==> src/rtl/inst_fetch_stage_if.sv <==
// Bundle of handshake and bus signals between the IF stage, its control
// sources (hazard unit, branch/jump resolution), the instruction ROM and ID.
interface inst_fetch_stage_if;
  logic        stall;
  logic        br_taken;
  logic [31:0] br_target;
  logic        jump;
  logic [31:0] jump_target;
  logic [31:0] rom_addr;
  logic [31:0] rom_inst;
  logic [31:0] if_id_inst;
  logic [31:0] if_id_pc4;
  logic        if_id_valid;
  logic [31:0] fetch_count;
  logic [15:0] squash_count;

  // Environment side: drives control and ROM data, observes the stage.
  modport master (
    output stall, br_taken, br_target, jump, jump_target, rom_inst,
    input  rom_addr, if_id_inst, if_id_pc4, if_id_valid, fetch_count, squash_count
  );

  // Fetch stage side.
  modport slave (
    input  stall, br_taken, br_target, jump, jump_target, rom_inst,
    output rom_addr, if_id_inst, if_id_pc4, if_id_valid, fetch_count, squash_count
  );
endinterface

==> src/rtl/inst_fetch_stage.sv <==
// Instruction fetch stage: owns the PC, presents it to the ROM with no added
// latency, and captures the returned word into the IF/ID register. Branch and
// jump redirects squash the in-flight fetch to a bubble and take priority over
// hazard stalls.
module inst_fetch_stage #(
  parameter logic [31:0] RESET_PC = 32'h0000_0000,
  parameter logic [31:0] NOP_WORD = 32'h0000_0000
) (
  input logic               clk,
  input logic               rst_n,
  inst_fetch_stage_if.slave bus
);

  logic [31:0] pc_q,         pc_d;
  logic [31:0] inst_q,       inst_d;
  logic [31:0] pc4_q,        pc4_d;
  logic        valid_q,      valid_d;
  logic [31:0] fetch_cnt_q,  fetch_cnt_d;
  logic [15:0] squash_cnt_q, squash_cnt_d;

  logic [31:0] pc_plus4;
  logic        redirect;
  logic [31:0] redirect_pc;

  assign pc_plus4 = pc_q + 32'd4;  // wraps naturally modulo 2^32
  assign redirect = bus.br_taken | bus.jump;
  // The branch is the older instruction, so it wins over a same-cycle jump.
  assign redirect_pc = bus.br_taken ? {bus.br_target[31:2], 2'b00}
                                    : {bus.jump_target[31:2], 2'b00};

  // Next-state selection: redirect, then stall, then normal sequential fetch.
  always_comb begin
    // NOTE: every next-state signal is defaulted to "hold" before any branch
    // of the priority chain, so no path can leave one unassigned (no latch).
    pc_d         = pc_q;
    inst_d       = inst_q;
    pc4_d        = pc4_q;
    valid_d      = valid_q;
    fetch_cnt_d  = fetch_cnt_q;
    squash_cnt_d = squash_cnt_q;

    if (redirect) begin
      // The word fetched this cycle is on the wrong path: replace with a bubble.
      pc_d    = redirect_pc;
      inst_d  = NOP_WORD;
      pc4_d   = 32'd0;
      valid_d = 1'b0;
      if (squash_cnt_q != 16'hFFFF) squash_cnt_d = squash_cnt_q + 16'd1;
    end else if (!bus.stall) begin
      pc_d        = pc_plus4;
      inst_d      = bus.rom_inst;
      pc4_d       = pc_plus4;
      valid_d     = 1'b1;
      fetch_cnt_d = fetch_cnt_q + 32'd1;
    end
  end

  // State registers; reset is asynchronous so the PC snaps back without a clock.
  always_ff @(posedge clk or negedge rst_n) begin
    if (!rst_n) begin
      pc_q         <= RESET_PC;
      inst_q       <= NOP_WORD;
      pc4_q        <= 32'd0;
      valid_q      <= 1'b0;
      fetch_cnt_q  <= 32'd0;
      squash_cnt_q <= 16'd0;
    end else begin
      // NOTE: non-blocking assignments here so every register samples the
      // values from before this edge, independent of statement order.
      pc_q         <= pc_d;
      inst_q       <= inst_d;
      pc4_q        <= pc4_d;
      valid_q      <= valid_d;
      fetch_cnt_q  <= fetch_cnt_d;
      squash_cnt_q <= squash_cnt_d;
    end
  end

  assign bus.rom_addr     = pc_q;
  assign bus.if_id_inst   = inst_q;
  assign bus.if_id_pc4    = pc4_q;
  assign bus.if_id_valid  = valid_q;
  assign bus.fetch_count  = fetch_cnt_q;
  assign bus.squash_count = squash_cnt_q;

endmodule

==> src/flat_wrapper.sv <==
// flat-port wrapper written by rule: the top's interface ports become plain ports
module inst_fetch_stage_flat 
#(
  parameter logic [31:0] RESET_PC = 32'h0000_0000,
  parameter logic [31:0] NOP_WORD = 32'h0000_0000
)
  (clk, rst_n, bus_stall, bus_br_taken, bus_br_target, bus_jump, bus_jump_target, bus_rom_inst, bus_rom_addr, bus_if_id_inst, bus_if_id_pc4, bus_if_id_valid, bus_fetch_count, bus_squash_count);
  inst_fetch_stage_if bus_i ();
  input logic clk;
  input logic rst_n;
  input wire logic [$bits(bus_i.stall)-1:0] bus_stall;
  input wire logic [$bits(bus_i.br_taken)-1:0] bus_br_taken;
  input wire logic [$bits(bus_i.br_target)-1:0] bus_br_target;
  input wire logic [$bits(bus_i.jump)-1:0] bus_jump;
  input wire logic [$bits(bus_i.jump_target)-1:0] bus_jump_target;
  input wire logic [$bits(bus_i.rom_inst)-1:0] bus_rom_inst;
  output wire logic [$bits(bus_i.rom_addr)-1:0] bus_rom_addr;
  output wire logic [$bits(bus_i.if_id_inst)-1:0] bus_if_id_inst;
  output wire logic [$bits(bus_i.if_id_pc4)-1:0] bus_if_id_pc4;
  output wire logic [$bits(bus_i.if_id_valid)-1:0] bus_if_id_valid;
  output wire logic [$bits(bus_i.fetch_count)-1:0] bus_fetch_count;
  output wire logic [$bits(bus_i.squash_count)-1:0] bus_squash_count;
  assign bus_i.stall = bus_stall;
  assign bus_i.br_taken = bus_br_taken;
  assign bus_i.br_target = bus_br_target;
  assign bus_i.jump = bus_jump;
  assign bus_i.jump_target = bus_jump_target;
  assign bus_i.rom_inst = bus_rom_inst;
  assign bus_rom_addr = bus_i.rom_addr;
  assign bus_if_id_inst = bus_i.if_id_inst;
  assign bus_if_id_pc4 = bus_i.if_id_pc4;
  assign bus_if_id_valid = bus_i.if_id_valid;
  assign bus_fetch_count = bus_i.fetch_count;
  assign bus_squash_count = bus_i.squash_count;
  inst_fetch_stage #(.RESET_PC(RESET_PC), .NOP_WORD(NOP_WORD)) u_core (.clk(clk), .rst_n(rst_n), .bus(bus_i));
endmodule
==> config.mk <==
export PLATFORM = sky130hd
export DESIGN_NAME = inst_fetch_stage_flat
export DESIGN_NICKNAME = d
export VERILOG_FILES = /design/src/rtl/inst_fetch_stage_if.sv /design/src/rtl/inst_fetch_stage.sv /design/src/flat_wrapper.sv
export SDC_FILE = /design/constraint.sdc
export NUM_CORES = 1
export LEC_CHECK = 0
export CORE_UTILIZATION = 46
export CTS_CLUSTER_SIZE = 10
export DETAILED_ROUTE_END_ITERATION = 10
export GPL_TIMING_DRIVEN = 1
export PLACE_DENSITY = 0.86
export RECOVER_POWER = 100
export SYNTH_ARGS = -nofsm -noshare
export SYNTH_HDL_FRONTEND = slang
export SYNTH_SLANG_ARGS = --single-unit
==> constraint.sdc <==
create_clock -name clk -period 2.4 [get_ports clk]
set_input_delay 0.48 -clock clk [delete_from_list [all_inputs] [get_ports clk]]
set_output_delay 0.48 -clock clk [all_outputs]
set_load 0.1 [all_outputs]
# Word-level counts from Yosys, hierarchy flattened

Index checks and enable logic that the tools add are counted.

Register bits: 145
Bits of input ports: 101
Output and inout bits: 145
Logic and storage cells: 24

$add $sub $neg: 3
Eq/ne operators: 2
Mux-type cells: 8
Bitwise gates (word level): 3
Reductions and logical operators: 2

Operators by type and width:

| cell                    | number |
|---|---|
| $mux W32                | 6 |
| $add A32 B1 Y32 const B | 1 |
| $add A32 B3 Y32 const B | 1 |
| $add A16 B1 Y16 const B | 1 |
| $ne A16 B16 Y1 const B  | 1 |
| $reduce_and A2 Y1       | 2 |
| $mux W1                 | 2 |
| $ne A2 B1 Y1 const B    | 1 |
| $not A1 Y1              | 2 |
| $or A1 B1 Y1            | 1 |

# Depth between registers and ports, before layout

Depth after elaboration: 3
Depth in mapped cells: 8
Depth with buffers taken out: 6

# Least setup slack after synthesis

OpenSTA, ideal clock, no wires.

Path type: register to register
Start: register u_core.pc_q[2], in the netlist u_core.bus.rom_addr[2]
End: register u_core.pc_q[30], in the netlist u_core.bus.rom_addr[30]
Setup time: 0.127 ns
Data arrival time: 2.467 ns
Required time: 2.273 ns
Setup slack: -0.194 ns
Stages on the path, launching flop included: 7
Buffers on the path: 0
Clock period less this slack: 2.594 ns
Cells stage by stage: dfrtp_1 -> ha_1 -> nand3_1 -> nor4_4 -> and4_1 -> a31oi_1 -> a2bb2oi_1

Cells in the longest elaborated chain, start to end: 3

Ends and longest elaborated chain:

| item                   | line                   | text |
|---|---|---|
| from (decl)            | inst_fetch_stage.sv:14 | `logic [31:0] pc_q, pc_d;` |
| from (signal assigned) | inst_fetch_stage.sv:70 | `pc_q <= pc_d;` |
| $add A32 B3 Y32        | inst_fetch_stage.sv:25 | `assign pc_plus4 = pc_q + 32'd4;` |
| $mux W32               | inst_fetch_stage.sv:49 | `end else if (!bus.stall) begin` |
| $mux W32               | inst_fetch_stage.sv:42 | `if (redirect) begin` |

Every way passes these cells. The select of a mux whose other input is x is not followed.
A chain may end at the register's enable or synchronous reset.

# Worst setup path in the final report

Start: input bus_jump
End: register u_core.pc_q[18], in the netlist u_core.bus.rom_addr[18]

Cells in the longest elaborated chain, start to end: 2
Elaborated cells between the ends (all ways): 3
Those cells by class: eq/ne (1); mux (1); bitwise (1)

Ends and longest elaborated chain:

| item                                                             | line                   | text |
|---|---|---|
| from (decl)                                                      | flat_wrapper.sv:14     | `input wire logic [$bits(bus_i.jump)-1:0] bus_jump;` |
| $or A1 B1 Y1 (*)                                                 | inst_fetch_stage.sv:26 | `assign redirect = bus.br_taken \| bus.jump;` |
| $ne A2 B1 Y1 (no source line) / $mux W32 (equally long branches) | n/a                    |  |

Every way passes the cells marked *; elsewhere a longest branch is shown, timed or not.

==> summary.md <==
| Metric | Value |
|---|---|
| Result of the run | `complete, no violations` |
| Main combinational cell family by area after synthesis | `simple AND/OR/NAND/NOR gates` |
| DRC violations left | `0` |
| Synth Area in XOR/XNOR | `8.090%` |
| Cell family with most CP delay | `buffers and inverters` |
| Post-synthesis average cell area | `9.649 um^2` |
| Post-synthesis share of cell area spent on full adders, half adders and majority gates | `0.5099%` |
| RSZ-0062 raised after global routing | `false` |
| Post-route clock period utilization | `91.72%` |
| Last element of the critical path | `u_core.bus.rom_addr[18]` |
| CTS tree | `built` |
| Root Buffer | `clkbuf_16` |
| Final net count | `1117` |
| Most frequent CP cell | `buf_4` |
| Worst min-delay path class | `in2async` |
| Reg area | `3563 um^2` |
| Count of flip-flops with a built-in enable after synthesis | `0` |
| TritonCTS Buffers | `17` |
| Average wire per cell in the routed design | `16.91 um` |
| Number of hold buffers added after cts | `0` |
| Via count of the first global-routing pass | `6461` |
| Pin count of the biggest net entering global routing | `51` |
| Total of cells resized after clock tree synthesis | `0` |
| Number of antenna violations at the first check in global routing | `0` |
| Kind of end point of the critical path | `flip-flop` |
| Launching element of the worst setup path | `bus_jump` |
| Met2 Routed Length | `10210 um` |
| Required time of the critical path | `2.70 ns` |
| Die area | `16510 um^2` |
| Sequential share of the synthesized area | `48.27%` |
| Critical Path Start Type | `input pin` |
| Buffers & Inverters on Critical Path | `4` |
| Worst slew margin | `19.43%` |
| ANT nets after route | `0` |
| Worst Tran Pin Value | `1.209 ns` |
| Count of inserted antenna diode cells | `0` |
| Multi-input gate area in the final layout | `3481 um^2` |
| Initial Utilization | `47.72%` |
| Pre-Repair DR Iteration Count | `5` |
| Final core utilization | `64.17%` |
| Setup CP Type | `in2reg` |
| Boundary pin count | `246` |
| Uppermost layer routed | `met4` |
| Ratio of total power to cell area | `842.8 nW/um^2` |
| Final hold viol count | `0` |
| Count of cell types in the netlist | `56` |
| GRT Total Usage | `25.80%` |
| Count of warnings emitted by yosys | `0` |
| Clock insertion delay at the later pin of the skew report | `0.42 ns` |
| Data arrival, critical path | `2.50 ns` |
| Clock edge transition at the registers on the reported setup and hold paths | `0.06 ns` |
| Leakage power figure | `4.654 nW` |
| Cell row count | `45` |
| Routed via count | `6685` |
| Overall die width | `128.5 um` |
| Layout cell share with drive strength beyond 1 | `22.42%` |
| Worst-case vdd ir drop | `0.5719 mV` |
| Total power of the final layout | `0.008343 W` |
| Path length in cells of the critical path | `8` |
| Combined area of all synthesized cells | `7362 um^2` |
| Critical Path Max Stage Delay | `0.62 ns` |
| Final wirelength | `20920 um` |
| Post-CTS setup-driven buffer insertion count | `0` |
| Cell-by-cell listing of the critical path | `dlygate4sd3_1, buf_4, nor2_1, buf_12, nand2_1, buf_4, o21a_1, o22a_1` |
| Layout Skew | `0.01153 ns` |
| Number of buffers inserted by port buffering | `239` |
| Routed wire length on met3 | `1553 um` |
| Core Box Area | `15430 um^2` |
| Fmax | `0.4543 GHz` |
| Reported max-cap violation count | `0` |
| Multiplexer share of the synthesized area | `5.082%` |
| Reg2reg end | `u_core.bus.rom_addr[22]` |
| Placed cell count | `1205` |
| Post-Synth Simple-Gate Area | `19.29%` |
| Initial DRC count | `268` |
| Height of the chip | `128.5 um` |
| Area growth from synthesis to layout | `34.47%` |
| Syn Inst Count | `763` |
| Tightest hold margin | `0.3045 ns` |
| Final-report setup violation count | `0` |
| Startpoint of the worst register-to-register path | `u_core.bus.rom_addr[2]` |
| Global-route wire length before repair | `32980 um` |
| Detailed placer's ending HPWL | `15500 um` |
| Number of pins with negative max-slew slack in the final report | `0` |
| Reg2Reg Setup Slack | `0.32 ns` |
| H-tree depth | `4` |
| Routability cong. | `0.8691` |
| Number of register bits inferred by synthesis | `142` |
| Number of non-filler instances in the completed layout | `1237` |
| DRT met1 WL | `8620 um` |
| Pre-CTS setup slack | `-0.06971 ns` |
| Number of filler instances in the final layout | `1365` |
| Synth Area in Compound Gates | `14.85%` |
| Max Fanout on Critical Path | `19` |
| Worst Slack Setup Final | `0.1986 ns` |
| CTS sink cnt | `142` |
| Predominant post-synthesis flop cell | `dfrtp_1` |
| Master of the slowest instance on the critical path | `dlygate4sd3_1` |
| R2r worst-path depth | `6` |
| Share of synthesized registers carrying an async set or reset | `100.0%` |
| Min cycle time layout | `2.201 ns` |
| Maximum buffer depth of the clock tree | `2` |
| Vias per inst | `5.404` |
| Total congestion overflow | `0` |
cell usage after synthesis (2+ instances only):
master	count	area (um^2)
dfrtp_1	142	3553
a21oi_1	74	370.4
nor2_1	70	262.8
nand2_1	64	240.2
o21ai_0	56	280.3
xnor2_1	47	411.6
mux2i_1	34	340.3
nand3_1	29	145.1
xor2_1	21	183.9
clkbuf_1	20	75.07
nand4_1	20	125.1
and3_1	16	100.1
inv_1	14	52.55
a2bb2oi_1	12	105.1
and4_1	12	105.1
buf_2	11	55.05
and2_1	9	56.30
buf_4	8	60.06
nor3_1	8	40.04
a31oi_1	7	43.79
buf_1	7	26.28
nand2b_1	7	43.79
a22oi_1	6	45.04
o31ai_1	6	45.04
a211o_1	5	43.79
nor2b_1	5	31.28
o21a_1	5	37.54
a211oi_1	4	30.03
ha_1	3	37.54
mux2_2	3	33.78
nand4_2	3	37.54
nor4_1	3	18.77
nor4_4	3	63.81
or2_2	3	18.77
a22o_1	2	17.52
nor2_2	2	12.51
nor3_2	2	20.02
o22a_1	2	17.52
logic make-up (layout without fill, tap and decap cells):
logic type	count (synthesis)	count (layout)
AND/OR/NAND/NOR	264	264
AO/OA/AOI/OAI	186	186
flip-flops	142	142
XOR/XNOR	68	68
buffers and inverters	62	324
multiplexers	37	37
adder cells (fa/ha/maj)	3	3
other	1	2
cells in the final DEF, fill, tap and decap left out, types with 10 or more instances in the layout:
cell type	netlist	final
nor3_1	8	10
inv_1	14	14
clkdlybuf4s50_1	0	92
and3_1	16	16
nand4_1	20	20
a2bb2oi_1	12	12
nor2_1	70	72
clkbuf_16	0	17
dfrtp_1	142	134
buf_4	8	21
a21oi_1	74	74
xnor2_1	47	47
xor2_1	21	21
nand3_1	29	30
o21ai_0	56	56
clkbuf_2	0	146
clkbuf_1	20	12
mux2i_1	34	34
nand2_1	64	64
and4_1	12	12
how the worst min path moves through the flow:
stage	depth (start not counted)	startpoint	endpoint
after floorplan	0	rst_n	u_core.bus.fetch_count[0]
after global placement	1	rst_n	u_core.bus.fetch_count[18]
after detailed placement	1	rst_n	u_core.bus.fetch_count[18]
after CTS	1	rst_n	u_core.bus.fetch_count[2]
after global routing	1	rst_n	u_core.bus.fetch_count[18]
final	1	rst_n	u_core.bus.fetch_count[16]
per-layer routing:
layer	vias to the layer above	GRT usage [%]
li1	3207	-
met1	3194	31.94
met2	251	43.37
met3	33	6.362
met4	0	10.17
met5	-	0
flip-flops by register name, indices dropped and copies added, names as in the netlist:
| register | count |
|---|---|
| u_core.bus.if_id_valid | 1 |
| u_core.bus.fetch_count | 32 |
| u_core.bus.squash_count | 16 |
| u_core.bus.rom_addr | 30 |
| u_core.bus.if_id_inst | 32 |
| u_core.bus.if_id_pc4 | 31 |
area by class of cell:
cell class / count / share of cell area (%)
timing repair buffer: 277 / 19.68
clock buffer: 23 / 4.828
sequential: 142 / 36.00
clock inverter: 9 / 1.100
tap: 211 / 2.667
inverter: 15 / 0.5688
multi-input combinational: 560 / 35.16
where the power goes:
group,switching [W],internal (W),total (W)
Combinational,0.00220,0.000612,0.00282
Clock,0.000980,0.00161,0.00259
Sequential,0.000317,0.00262,0.00293
metrics by stage:
stage | instance area [um^2] | TNS, ns
CTS | 10360 | 0
floorplan | 7376 | -0.01084
detailed placement | 9773 | -0.1474
global placement | 9773 | 0
finish | 9899 | 0
global route | 9899 | 0
Power figures use the tool's default switching activity.
